[src/rtl/axi_pkg.sv]
// Shared AXI definitions for the default slave: bus widths,
// response codes and the write/read FSM state encodings.
package axi_pkg;

   localparam int AXI_IDS_BITS   = 8;
   localparam int AXI_ADDR_BITS  = 32;
   localparam int AXI_LEN_BITS   = 4;
   localparam int AXI_SIZE_BITS  = 3;
   localparam int AXI_BURST_BITS = 2;
   localparam int AXI_DATA_BITS  = 32;
   localparam int AXI_STRB_BITS  = 4;

   typedef enum logic [1:0] {
      OKAY   = 2'b00,
      DECERR = 2'b11
   } resp_t;

   typedef enum logic [1:0] {
      W_IDLE,
      W_DATA,
      W_RESP
   } wstate_t;

   typedef enum logic {
      R_IDLE,
      R_DATA
   } rstate_t;

endpackage

[src/rtl/axi_default_slave_if.sv]
// AXI4 slave-port signal bundle for the default slave,
// with master and slave views of every channel.
interface axi_default_slave_if;
   import axi_pkg::*;

   logic [AXI_IDS_BITS-1:0]   AWID_S;
   logic [AXI_ADDR_BITS-1:0]  AWADDR_S;
   logic [AXI_LEN_BITS-1:0]   AWLEN_S;
   logic [AXI_SIZE_BITS-1:0]  AWSIZE_S;
   logic [AXI_BURST_BITS-1:0] AWBURST_S;
   logic                      AWVALID_S;
   logic                      AWREADY_S;

   logic [AXI_DATA_BITS-1:0]  WDATA_S;
   logic [AXI_STRB_BITS-1:0]  WSTRB_S;
   logic                      WLAST_S;
   logic                      WVALID_S;
   logic                      WREADY_S;

   logic [AXI_IDS_BITS-1:0]   BID_S;
   logic [1:0]                BRESP_S;
   logic                      BVALID_S;
   logic                      BREADY_S;

   logic [AXI_IDS_BITS-1:0]   ARID_S;
   logic [AXI_ADDR_BITS-1:0]  ARADDR_S;
   logic [AXI_LEN_BITS-1:0]   ARLEN_S;
   logic [AXI_SIZE_BITS-1:0]  ARSIZE_S;
   logic [AXI_BURST_BITS-1:0] ARBURST_S;
   logic                      ARVALID_S;
   logic                      ARREADY_S;

   logic [AXI_IDS_BITS-1:0]   RID_S;
   logic [AXI_DATA_BITS-1:0]  RDATA_S;
   logic [1:0]                RRESP_S;
   logic                      RLAST_S;
   logic                      RVALID_S;
   logic                      RREADY_S;

   modport slave (
      input  AWID_S, AWADDR_S, AWLEN_S, AWSIZE_S, AWBURST_S, AWVALID_S,
      output AWREADY_S,
      input  WDATA_S, WSTRB_S, WLAST_S, WVALID_S,
      output WREADY_S,
      output BID_S, BRESP_S, BVALID_S,
      input  BREADY_S,
      input  ARID_S, ARADDR_S, ARLEN_S, ARSIZE_S, ARBURST_S, ARVALID_S,
      output ARREADY_S,
      output RID_S, RDATA_S, RRESP_S, RLAST_S, RVALID_S,
      input  RREADY_S
   );

   modport master (
      output AWID_S, AWADDR_S, AWLEN_S, AWSIZE_S, AWBURST_S, AWVALID_S,
      input  AWREADY_S,
      output WDATA_S, WSTRB_S, WLAST_S, WVALID_S,
      input  WREADY_S,
      input  BID_S, BRESP_S, BVALID_S,
      output BREADY_S,
      output ARID_S, ARADDR_S, ARLEN_S, ARSIZE_S, ARBURST_S, ARVALID_S,
      input  ARREADY_S,
      input  RID_S, RDATA_S, RRESP_S, RLAST_S, RVALID_S,
      output RREADY_S
   );

endinterface

[src/rtl/axi_default_slave_rd.sv]
// Read side of the default slave: AR acceptance, beat counting
// and DECERR read beats carrying a fixed data pattern.
module axi_default_slave_rd
   import axi_pkg::*;
#(
   parameter logic [AXI_DATA_BITS-1:0] RDATA_PATTERN = 32'h0000_0000
) (
   input  logic                     ACLK,
   input  logic                     ARESET,
   input  logic [AXI_IDS_BITS-1:0]  arid,
   input  logic [AXI_LEN_BITS-1:0]  arlen,
   input  logic                     arvalid,
   output logic                     arready,
   output logic [AXI_IDS_BITS-1:0]  rid,
   output logic [AXI_DATA_BITS-1:0] rdata,
   output logic [1:0]               rresp,
   output logic                     rlast,
   output logic                     rvalid,
   input  logic                     rready
);

   rstate_t                  r_state;
   rstate_t                  r_next;
   logic [AXI_LEN_BITS-1:0]  len_q;
   logic [AXI_LEN_BITS-1:0]  cnt_q;
   logic                     ar_hs;
   logic                     at_last;

   assign ar_hs   = (r_state == R_IDLE) && arvalid;
   assign at_last = (cnt_q == len_q);

   always_ff @(posedge ACLK or posedge ARESET) begin
      if (ARESET) begin
         r_state <= R_IDLE;
         rid     <= '0;
         len_q   <= '0;
         cnt_q   <= '0;
      end else begin
         r_state <= r_next;
         if (ar_hs) begin
            rid   <= arid;
            len_q <= arlen;
            cnt_q <= '0;
         end else if (r_state == R_DATA && rready && !at_last) begin
            cnt_q <= cnt_q + 1'b1;
         end
      end
   end

   always_comb begin
      r_next = r_state;
      unique case (r_state)
         R_IDLE: if (arvalid) r_next = R_DATA;
         R_DATA: if (rready && at_last) r_next = R_IDLE;
         default: r_next = R_IDLE;
      endcase
   end

   // all outputs decode from registered state only
   assign arready = (r_state == R_IDLE);
   assign rvalid  = (r_state == R_DATA);
   assign rlast   = (r_state == R_DATA) && at_last;
   assign rdata   = RDATA_PATTERN;
   assign rresp   = DECERR;

endmodule

[src/rtl/axi_default_slave.sv]
// Default AXI slave for unmapped space: completes every burst
// with DECERR, discards write data and returns a fixed read pattern.
module axi_default_slave
   import axi_pkg::*;
#(
   parameter logic [AXI_DATA_BITS-1:0] RDATA_PATTERN = 32'h0000_0000
) (
   input  logic               ACLK,
   input  logic               ARESET,
   axi_default_slave_if.slave s
);

   wstate_t                  w_state;
   wstate_t                  w_next;
   logic [AXI_IDS_BITS-1:0]  bid_q;

   always_ff @(posedge ACLK or posedge ARESET) begin
      if (ARESET) begin
         w_state <= W_IDLE;
         bid_q   <= '0;
      end else begin
         w_state <= w_next;
         if (w_state == W_IDLE && s.AWVALID_S)
            bid_q <= s.AWID_S;
      end
   end

   // burst end comes from WLAST; AWLEN is not tracked
   always_comb begin
      w_next = w_state;
      unique case (w_state)
         W_IDLE: if (s.AWVALID_S) w_next = W_DATA;
         W_DATA: if (s.WVALID_S && s.WLAST_S) w_next = W_RESP;
         W_RESP: if (s.BREADY_S) w_next = W_IDLE;
         default: w_next = W_IDLE;
      endcase
   end

   assign s.AWREADY_S = (w_state == W_IDLE);
   assign s.WREADY_S  = (w_state == W_DATA);
   assign s.BVALID_S  = (w_state == W_RESP);
   assign s.BID_S     = bid_q;
   assign s.BRESP_S   = DECERR;

   axi_default_slave_rd #(
      .RDATA_PATTERN (RDATA_PATTERN)
   ) u_rd (
      .ACLK    (ACLK),
      .ARESET  (ARESET),
      .arid    (s.ARID_S),
      .arlen   (s.ARLEN_S),
      .arvalid (s.ARVALID_S),
      .arready (s.ARREADY_S),
      .rid     (s.RID_S),
      .rdata   (s.RDATA_S),
      .rresp   (s.RRESP_S),
      .rlast   (s.RLAST_S),
      .rvalid  (s.RVALID_S),
      .rready  (s.RREADY_S)
   );

   logic unused_fields;
   assign unused_fields = ^{s.AWADDR_S, s.AWLEN_S, s.AWSIZE_S,
                            s.AWBURST_S, s.WDATA_S, s.WSTRB_S,
                            s.ARADDR_S, s.ARSIZE_S, s.ARBURST_S};

endmodule
[src/flat_wrapper.sv]
// flat-port wrapper written by rule: the top's interface ports become plain ports
module axi_default_slave_flat import axi_pkg::*;
#(
   parameter logic [AXI_DATA_BITS-1:0] RDATA_PATTERN = 32'h0000_0000
)
  (ACLK, ARESET, s_AWID_S, s_AWADDR_S, s_AWLEN_S, s_AWSIZE_S, s_AWBURST_S, s_AWVALID_S, s_AWREADY_S, s_WDATA_S, s_WSTRB_S, s_WLAST_S, s_WVALID_S, s_WREADY_S, s_BID_S, s_BRESP_S, s_BVALID_S, s_BREADY_S, s_ARID_S, s_ARADDR_S, s_ARLEN_S, s_ARSIZE_S, s_ARBURST_S, s_ARVALID_S, s_ARREADY_S, s_RID_S, s_RDATA_S, s_RRESP_S, s_RLAST_S, s_RVALID_S, s_RREADY_S);
  axi_default_slave_if s_i ();
  input  logic ACLK;
  input  logic ARESET;
  input wire logic [$bits(s_i.AWID_S)-1:0] s_AWID_S;
  input wire logic [$bits(s_i.AWADDR_S)-1:0] s_AWADDR_S;
  input wire logic [$bits(s_i.AWLEN_S)-1:0] s_AWLEN_S;
  input wire logic [$bits(s_i.AWSIZE_S)-1:0] s_AWSIZE_S;
  input wire logic [$bits(s_i.AWBURST_S)-1:0] s_AWBURST_S;
  input wire logic [$bits(s_i.AWVALID_S)-1:0] s_AWVALID_S;
  output wire logic [$bits(s_i.AWREADY_S)-1:0] s_AWREADY_S;
  input wire logic [$bits(s_i.WDATA_S)-1:0] s_WDATA_S;
  input wire logic [$bits(s_i.WSTRB_S)-1:0] s_WSTRB_S;
  input wire logic [$bits(s_i.WLAST_S)-1:0] s_WLAST_S;
  input wire logic [$bits(s_i.WVALID_S)-1:0] s_WVALID_S;
  output wire logic [$bits(s_i.WREADY_S)-1:0] s_WREADY_S;
  output wire logic [$bits(s_i.BID_S)-1:0] s_BID_S;
  output wire logic [$bits(s_i.BRESP_S)-1:0] s_BRESP_S;
  output wire logic [$bits(s_i.BVALID_S)-1:0] s_BVALID_S;
  input wire logic [$bits(s_i.BREADY_S)-1:0] s_BREADY_S;
  input wire logic [$bits(s_i.ARID_S)-1:0] s_ARID_S;
  input wire logic [$bits(s_i.ARADDR_S)-1:0] s_ARADDR_S;
  input wire logic [$bits(s_i.ARLEN_S)-1:0] s_ARLEN_S;
  input wire logic [$bits(s_i.ARSIZE_S)-1:0] s_ARSIZE_S;
  input wire logic [$bits(s_i.ARBURST_S)-1:0] s_ARBURST_S;
  input wire logic [$bits(s_i.ARVALID_S)-1:0] s_ARVALID_S;
  output wire logic [$bits(s_i.ARREADY_S)-1:0] s_ARREADY_S;
  output wire logic [$bits(s_i.RID_S)-1:0] s_RID_S;
  output wire logic [$bits(s_i.RDATA_S)-1:0] s_RDATA_S;
  output wire logic [$bits(s_i.RRESP_S)-1:0] s_RRESP_S;
  output wire logic [$bits(s_i.RLAST_S)-1:0] s_RLAST_S;
  output wire logic [$bits(s_i.RVALID_S)-1:0] s_RVALID_S;
  input wire logic [$bits(s_i.RREADY_S)-1:0] s_RREADY_S;
  assign s_i.AWID_S = s_AWID_S;
  assign s_i.AWADDR_S = s_AWADDR_S;
  assign s_i.AWLEN_S = s_AWLEN_S;
  assign s_i.AWSIZE_S = s_AWSIZE_S;
  assign s_i.AWBURST_S = s_AWBURST_S;
  assign s_i.AWVALID_S = s_AWVALID_S;
  assign s_AWREADY_S = s_i.AWREADY_S;
  assign s_i.WDATA_S = s_WDATA_S;
  assign s_i.WSTRB_S = s_WSTRB_S;
  assign s_i.WLAST_S = s_WLAST_S;
  assign s_i.WVALID_S = s_WVALID_S;
  assign s_WREADY_S = s_i.WREADY_S;
  assign s_BID_S = s_i.BID_S;
  assign s_BRESP_S = s_i.BRESP_S;
  assign s_BVALID_S = s_i.BVALID_S;
  assign s_i.BREADY_S = s_BREADY_S;
  assign s_i.ARID_S = s_ARID_S;
  assign s_i.ARADDR_S = s_ARADDR_S;
  assign s_i.ARLEN_S = s_ARLEN_S;
  assign s_i.ARSIZE_S = s_ARSIZE_S;
  assign s_i.ARBURST_S = s_ARBURST_S;
  assign s_i.ARVALID_S = s_ARVALID_S;
  assign s_ARREADY_S = s_i.ARREADY_S;
  assign s_RID_S = s_i.RID_S;
  assign s_RDATA_S = s_i.RDATA_S;
  assign s_RRESP_S = s_i.RRESP_S;
  assign s_RLAST_S = s_i.RLAST_S;
  assign s_RVALID_S = s_i.RVALID_S;
  assign s_i.RREADY_S = s_RREADY_S;
  axi_default_slave #(.RDATA_PATTERN(RDATA_PATTERN)) u_core (.ACLK(ACLK), .ARESET(ARESET), .s(s_i));
endmodule
[config.mk]
export PLATFORM = sky130hd
export DESIGN_NAME = axi_default_slave_flat
export DESIGN_NICKNAME = d
export VERILOG_FILES = /design/src/rtl/axi_pkg.sv /design/src/rtl/axi_default_slave_if.sv /design/src/rtl/axi_default_slave_rd.sv /design/src/rtl/axi_default_slave.sv /design/src/flat_wrapper.sv
export SDC_FILE = /design/constraint.sdc
export NUM_CORES = 1
export LEC_CHECK = 0
export ABC_CLOCK_PERIOD_IN_PS = 1100
export BUFFER_PORTS_ARGS = -buffer_cell sky130_fd_sc_hd__buf_2
export CAP_MARGIN = 10
export CELL_PAD_IN_SITES_DETAIL_PLACEMENT = 0
export CELL_PAD_IN_SITES_GLOBAL_PLACEMENT = 2
export CORE_AREA = 2 2 102 124
export DETAILED_ROUTE_END_ITERATION = 8
export DIE_AREA = 0 0 104 126
export PLACE_DENSITY = 0.73
export SYNTH_ARGS = -nofsm -noshare
export SYNTH_HDL_FRONTEND = slang
export SYNTH_SLANG_ARGS = --single-unit
[constraint.sdc]
create_clock -name ACLK -period 1.1 [get_ports ACLK]
set_input_delay 0.22 -clock ACLK [delete_from_list [all_inputs] [get_ports ACLK]]
set_output_delay 0.22 -clock ACLK [all_outputs]
set_load 0.05 [all_outputs]
Yosys cells after proc, flatten, opt, wreduce, memory -nomap -nowiden
Index checks and enable logic that the tools add are counted.
{ "op_classes": {"bitwise_logic": 1, "addsub": 1, "n_mux": 9, "n_eq_ne": 6, "reduce_logical": 11} }
{ "ops": {"columns": ["cell", "count"], "rows": [
  ["2-to-1 mux 4 bit", 2],
  ["logical AND 1 bit", 7],
  ["2-to-1 mux 2 bit", 3],
  ["case mux 2 bit (3 select lines)", 1],
  ["adder 4 x 1 -> 4 bit (second input constant)", 1],
  ["== test 4 bit", 1],
  ["inequality test 2 x 1 -> 1 bit (second input constant)", 2],
  ["AND reduction 3 bit", 1],
  ["== test 2 x 1 -> 1 bit (second input constant)", 1],
  ["== test 2 bit (second input constant)", 1],
  ["zero test 2 bit", 1],
  ["2-to-1 mux 1 bit", 2],
  ["inequality test 2 bit (second input constant)", 1],
  ["case mux 1 bit (2 select lines)", 1],
  ["nonzero test 2 bit", 1],
  ["zero test 1 bit", 1],
  ["inverter 1 bit", 1]
]} }
{ "totals": {"reg_bits": 27, "elab_cells": 34, "in_bits": 142, "output_inout_bits": 58} }

Depth between registers and ports, before layout
{ "logic_depth": {"word_depth": 5, "ltp_mapped": 5, "mapped_depth_nobuf": 4} }

Modules after synthesis
From an unflattened synthesis, not the netlist that was laid out.
{ "unflattened": {"cells_unflattened": 146, "area_unflattened_um2": 1423.9} }
{ "modules_own_cells": {"columns": ["module", "instances", "cells_each", "area_each_um2", "seq_area_each_um2"], "rows": [
  ["axi_default_slave_rd", 1, 116, 998.5, 425.4],
  ["axi_default_slave", 1, 30, 425.4, 250.2]
]} }

Least setup slack after synthesis
OpenSTA, ideal clock, no wires.
{ "synth_timing": {"path_type": "register -> output", "start": "register u_core.u_rd.r_state, in the netlist u_core.u_rd.rvalid", "end": "output port s_RLAST_S", "t_required_ns": 0.880, "n_path_buf": 0, "slack_ns": -0.910, "stages_incl_launch_ff": 3, "t_arrival_ns": 1.790, "cell_sequence": "dfrtp_1 > inv_1 > nor2_1"} }
{ "synth_between": {"elab_chain_len": 1} }
{ "synth_lines": {"columns": ["item", "line", "source"], "rows": [
  ["start, declared", "axi_default_slave_rd.sv:22", "rstate_t r_state;"],
  ["start signal, assigned", "axi_default_slave_rd.sv:39", "r_state <= r_next;"],
  ["logical AND 1 bit", "axi_default_slave_rd.sv:62", "assign rlast = (r_state == R_DATA) && at_last;"],
  ["end, declared", "flat_wrapper.sv:36", "output wire logic [$bits(s_i.RLAST_S)-1:0] s_RLAST_S;"]
]} }
Every way passes these cells.

Worst setup path after layout
{ "layout_timing": {"start": "register u_core.u_rd.len_q[3]", "end": "output port s_RLAST_S"} }
{ "layout_between": {"elab_chain_len": 2} }
{ "layout_lines": {"columns": ["item", "line", "source"], "rows": [
  ["start, declared", "axi_default_slave_rd.sv:24", "logic [AXI_LEN_BITS-1:0] len_q;"],
  ["start signal, assigned", "axi_default_slave_rd.sv:42", "len_q <= arlen;"],
  ["== test 4 bit", "axi_default_slave_rd.sv:30", "assign at_last = (cnt_q == len_q);"],
  ["logical AND 1 bit", "axi_default_slave_rd.sv:62", null]
]} }
Every way passes these cells.

==> results.json <==
{
  "timing.hold.ws_ps": 140,
  "final_nets": 364,
  "final_area_um2": 2290,
  "synth_compound_area_share_pct": 3.38,
  "switchingPower_uw": 3640,
  "rsz0062_at_grt": "yes",
  "wl_um": 3710,
  "period_share_pct": 146,
  "drt_iter0_drc": 14,
  "synthSimpleGateAreaFrac_pct": 15.2,
  "chipWidth_um": 104,
  "end_kind": "output port",
  "first_global_vias": 1137,
  "synth_adder_area_share_pct": 0.890,
  "status": "complete, but fails checks",
  "max_cap_violations": 0,
  "fmax_mhz": 622,
  "drtPass1Iterations": 4,
  "slowest_delay_ps": 410,
  "htreeDepth": 1,
  "reg2reg_from": "u_core.u_rd.len_q[1]$_DFFE_PP0P_",
  "worst_path_max_delay_cell": "dfrtp_1",
  "ant_nets": 0,
  "dpl_worst_slack_ps": -374,
  "muxShareOfSynthArea_pct": 7.84,
  "insertedDiodeCount": 0,
  "antenna_found_initial": 0,
  "grt_pass1_wl_um": 5770,
  "fp-row-count": 44,
  "vdd_ir_drop_max_mv": 1.14,
  "n_fill_cell": 1358,
  "yosysUniqueCellTypes": 20,
  "required_ps": 880,
  "dp_hpwl_um": 2450,
  "clkPwrFrac_pct": 11.2,
  "total_power_uw": 7810,
  "path_clk_slew_ps": 70,
  "cts_buffer_depth": 2,
  "wl_per_cell_um": 9.75,
  "layout_common_cells": "nand2_1 (41), conb_1 (36), buf_2 (27)",
  "avgSynthCellArea_um2": 9.69,
  "swShare_pct": 46.6,
  "hold_viol_final": 0,
  "coreArea_um2": 11900,
  "worstPathArrival_ps": 1390,
  "setup_viol": 33,
  "grt_max_degree": 28,
  "io_buffer_count": 49,
  "holdCritPathClass": "in -> reg",
  "layout_commonest_cell": "nand2_1",
  "timing_worst_setup_path_type": "reg -> out",
  "power.share.sequential_pct": 23.6,
  "grtUsageTotal_pct": 5.74,
  "intPower_uw": 4170,
  "drc": 0,
  "grt_overflow_total": 0,
  "vias": 1135,
  "postPlaceCellArea_um2": 1880,
  "syn-instance-count": 145,
  "critPathLaunchType": "flip-flop",
  "drive_gt1_share_pct": 46.8,
  "initial_core_util_pct": 11.8,
  "dieHeight_um": 126,
  "synthFlopType": "dfrtp_1",
  "crit_start": "u_core.u_rd.len_q[3]$_DFFE_PP0P_",
  "async_flop_share_pct": 100,
  "pwr-share-comb_pct": 65.2,
  "p_per_area_nw_per_um2": 3410,
  "cts_tree": "done",
  "violations": "setup timing",
  "leakage_uw": 0.00116,
  "syn-cell-area_um2": 1410,
  "clock_tree.root_cell": "clkbuf_16",
  "gp_congestion": 0.733,
  "pin_count": 200,
  "path_cells": "xnor2_2 > nand4_1 > nor2_4 > buf_8",
  "synth_xor_area_share_pct": 3.12,
  "crit_path_max_fanout": 2,
  "slew_viol_final": 0,
  "ys_ff_latch": 27,
  "ys_seq_area_share_pct": 48.1,
  "crit_family": "flip-flops",
  "numClockSinks": 27,
  "cp_num_buf_inv": 1,
  "ys.warnings.count": 0,
  "cts_buffers": 3,
  "post_drt_via_cell_ratio": 2.98,
  "layout_setup_ws_ps": -509,
  "skew_ps": 1.91,
  "fin_crit_ps": 1610,
  "synth_top_family_by_area": "buffers and inverters",
  "die-area_um2": 13100,
  "synth_edf_count": 0,
  "clock_latency_ps": 270,
  "area_growth_pct": 63.1,
  "postLayoutCoreUtil_pct": 19.3,
  "hp-start": "s_ARLEN_S[1]"
}
==> layout make-up <==
class | instances | area, um^2 | area share, %
flip-flops and latches | 27 | 677 | 29.5
multi-input cells | 111 | 712 | 31.1
clock buffers | 4 | 78.8 | 3.44
inverters | 3 | 15.0 | 0.655
well taps | 161 | 201 | 8.79
repair buffers | 75 | 608 | 26.5
==> registers in the layout, indices dropped and copies added (netlist names) <==
register            flops
u_core.u_rd.cnt_q       4
u_core.w_state          2
u_core.u_rd.rid         8
u_core.u_rd.len_q       4
u_core.s.BID_S          8
u_core.u_rd.rvalid      1
==> power by group through the flow <==
stage	clock network [uW]	logic, uW	registers, uW
detailed placement	0	3850	1780
CTS	934	4830	1840
floorplan	0	1860	2890
finish	874	5090	1850
global placement	0	3830	1780
global route	952	5380	1910
==> timing repair <==
item                                    in CTS  in global routing
setup buffers                                9                  3
gates resized for setup                     47                 16
gates cloned                                 1                  0
endpoints found under the hold margin       27                  0
pin swaps                                   12                  7
endpoints found under the setup margin      35                 35
hold buffers                                 1                  0
==> stage by stage <==
step	TNS (ps)	instances
finish	-3900	381
global route	-5770	381
CTS	-4310	379
detailed placement	-2820	364
global placement	-2560	364
floorplan	-9340	179
==> synthesized netlist by cell type, drive strengths merged, types with 2 or more instances <==
cell type / number / area share, %
nor2b: 3 / 1.3
inv: 3 / 0.80
nor2: 3 / 0.80
mux2i: 2 / 1.4
conb: 2 / 0.53
xnor2: 5 / 3.1
dfrtp: 27 / 48
clkbuf: 2 / 0.53
mux2: 8 / 6.4
nand4: 2 / 0.89
buf: 37 / 20
nand2: 44 / 12
==> metal layers <==
metal / up-vias / global-route usage, % / share of wire [%]
met5: - / 0 / 0
met3: 5 / 1.60 / 7.9
li1: 532 / - / -
met4: 0 / 2.38 / 1.7
met1: 534 / 6.04 / 37
met2: 64 / 10.7 / 53
==> final timing paths <==
kind	endpoint	slack (ps)	cells after the start
worst max register to register	u_core.u_rd.cnt_q[3]$_DFFE_PP0P_	-300	5
worst max-delay path	s_RLAST_S	-510	4
max in group asynchronous	u_core.u_rd.rvalid$_DFF_PP0_	390	4
worst min register to register	u_core.u_rd.rid[0]$_DFFE_PP0P_	480	2
worst min-delay path	u_core.u_rd.len_q[1]$_DFFE_PP0P_	140	3
min in group asynchronous	u_core.s.BID_S[3]$_DFFE_PP0P_	530	4
==> kinds of logic (layout without fill, tap and decap cells) <==
kind of cell | after synthesis | after routing
compound gates | 5 | 5
simple gates | 53 | 54
fa+ha+maj | 1 | 1
other cells | 2 | 36
buf+inv | 42 | 82
xor+xnor | 5 | 5
flops | 27 | 27
mux | 10 | 10
==> tightest hold or removal path: stages <==
cell and delay, ps:
buf_2 80, nand2_1 40, nand2_1 40
Note: power is estimated with default switching activity, not from simulation.
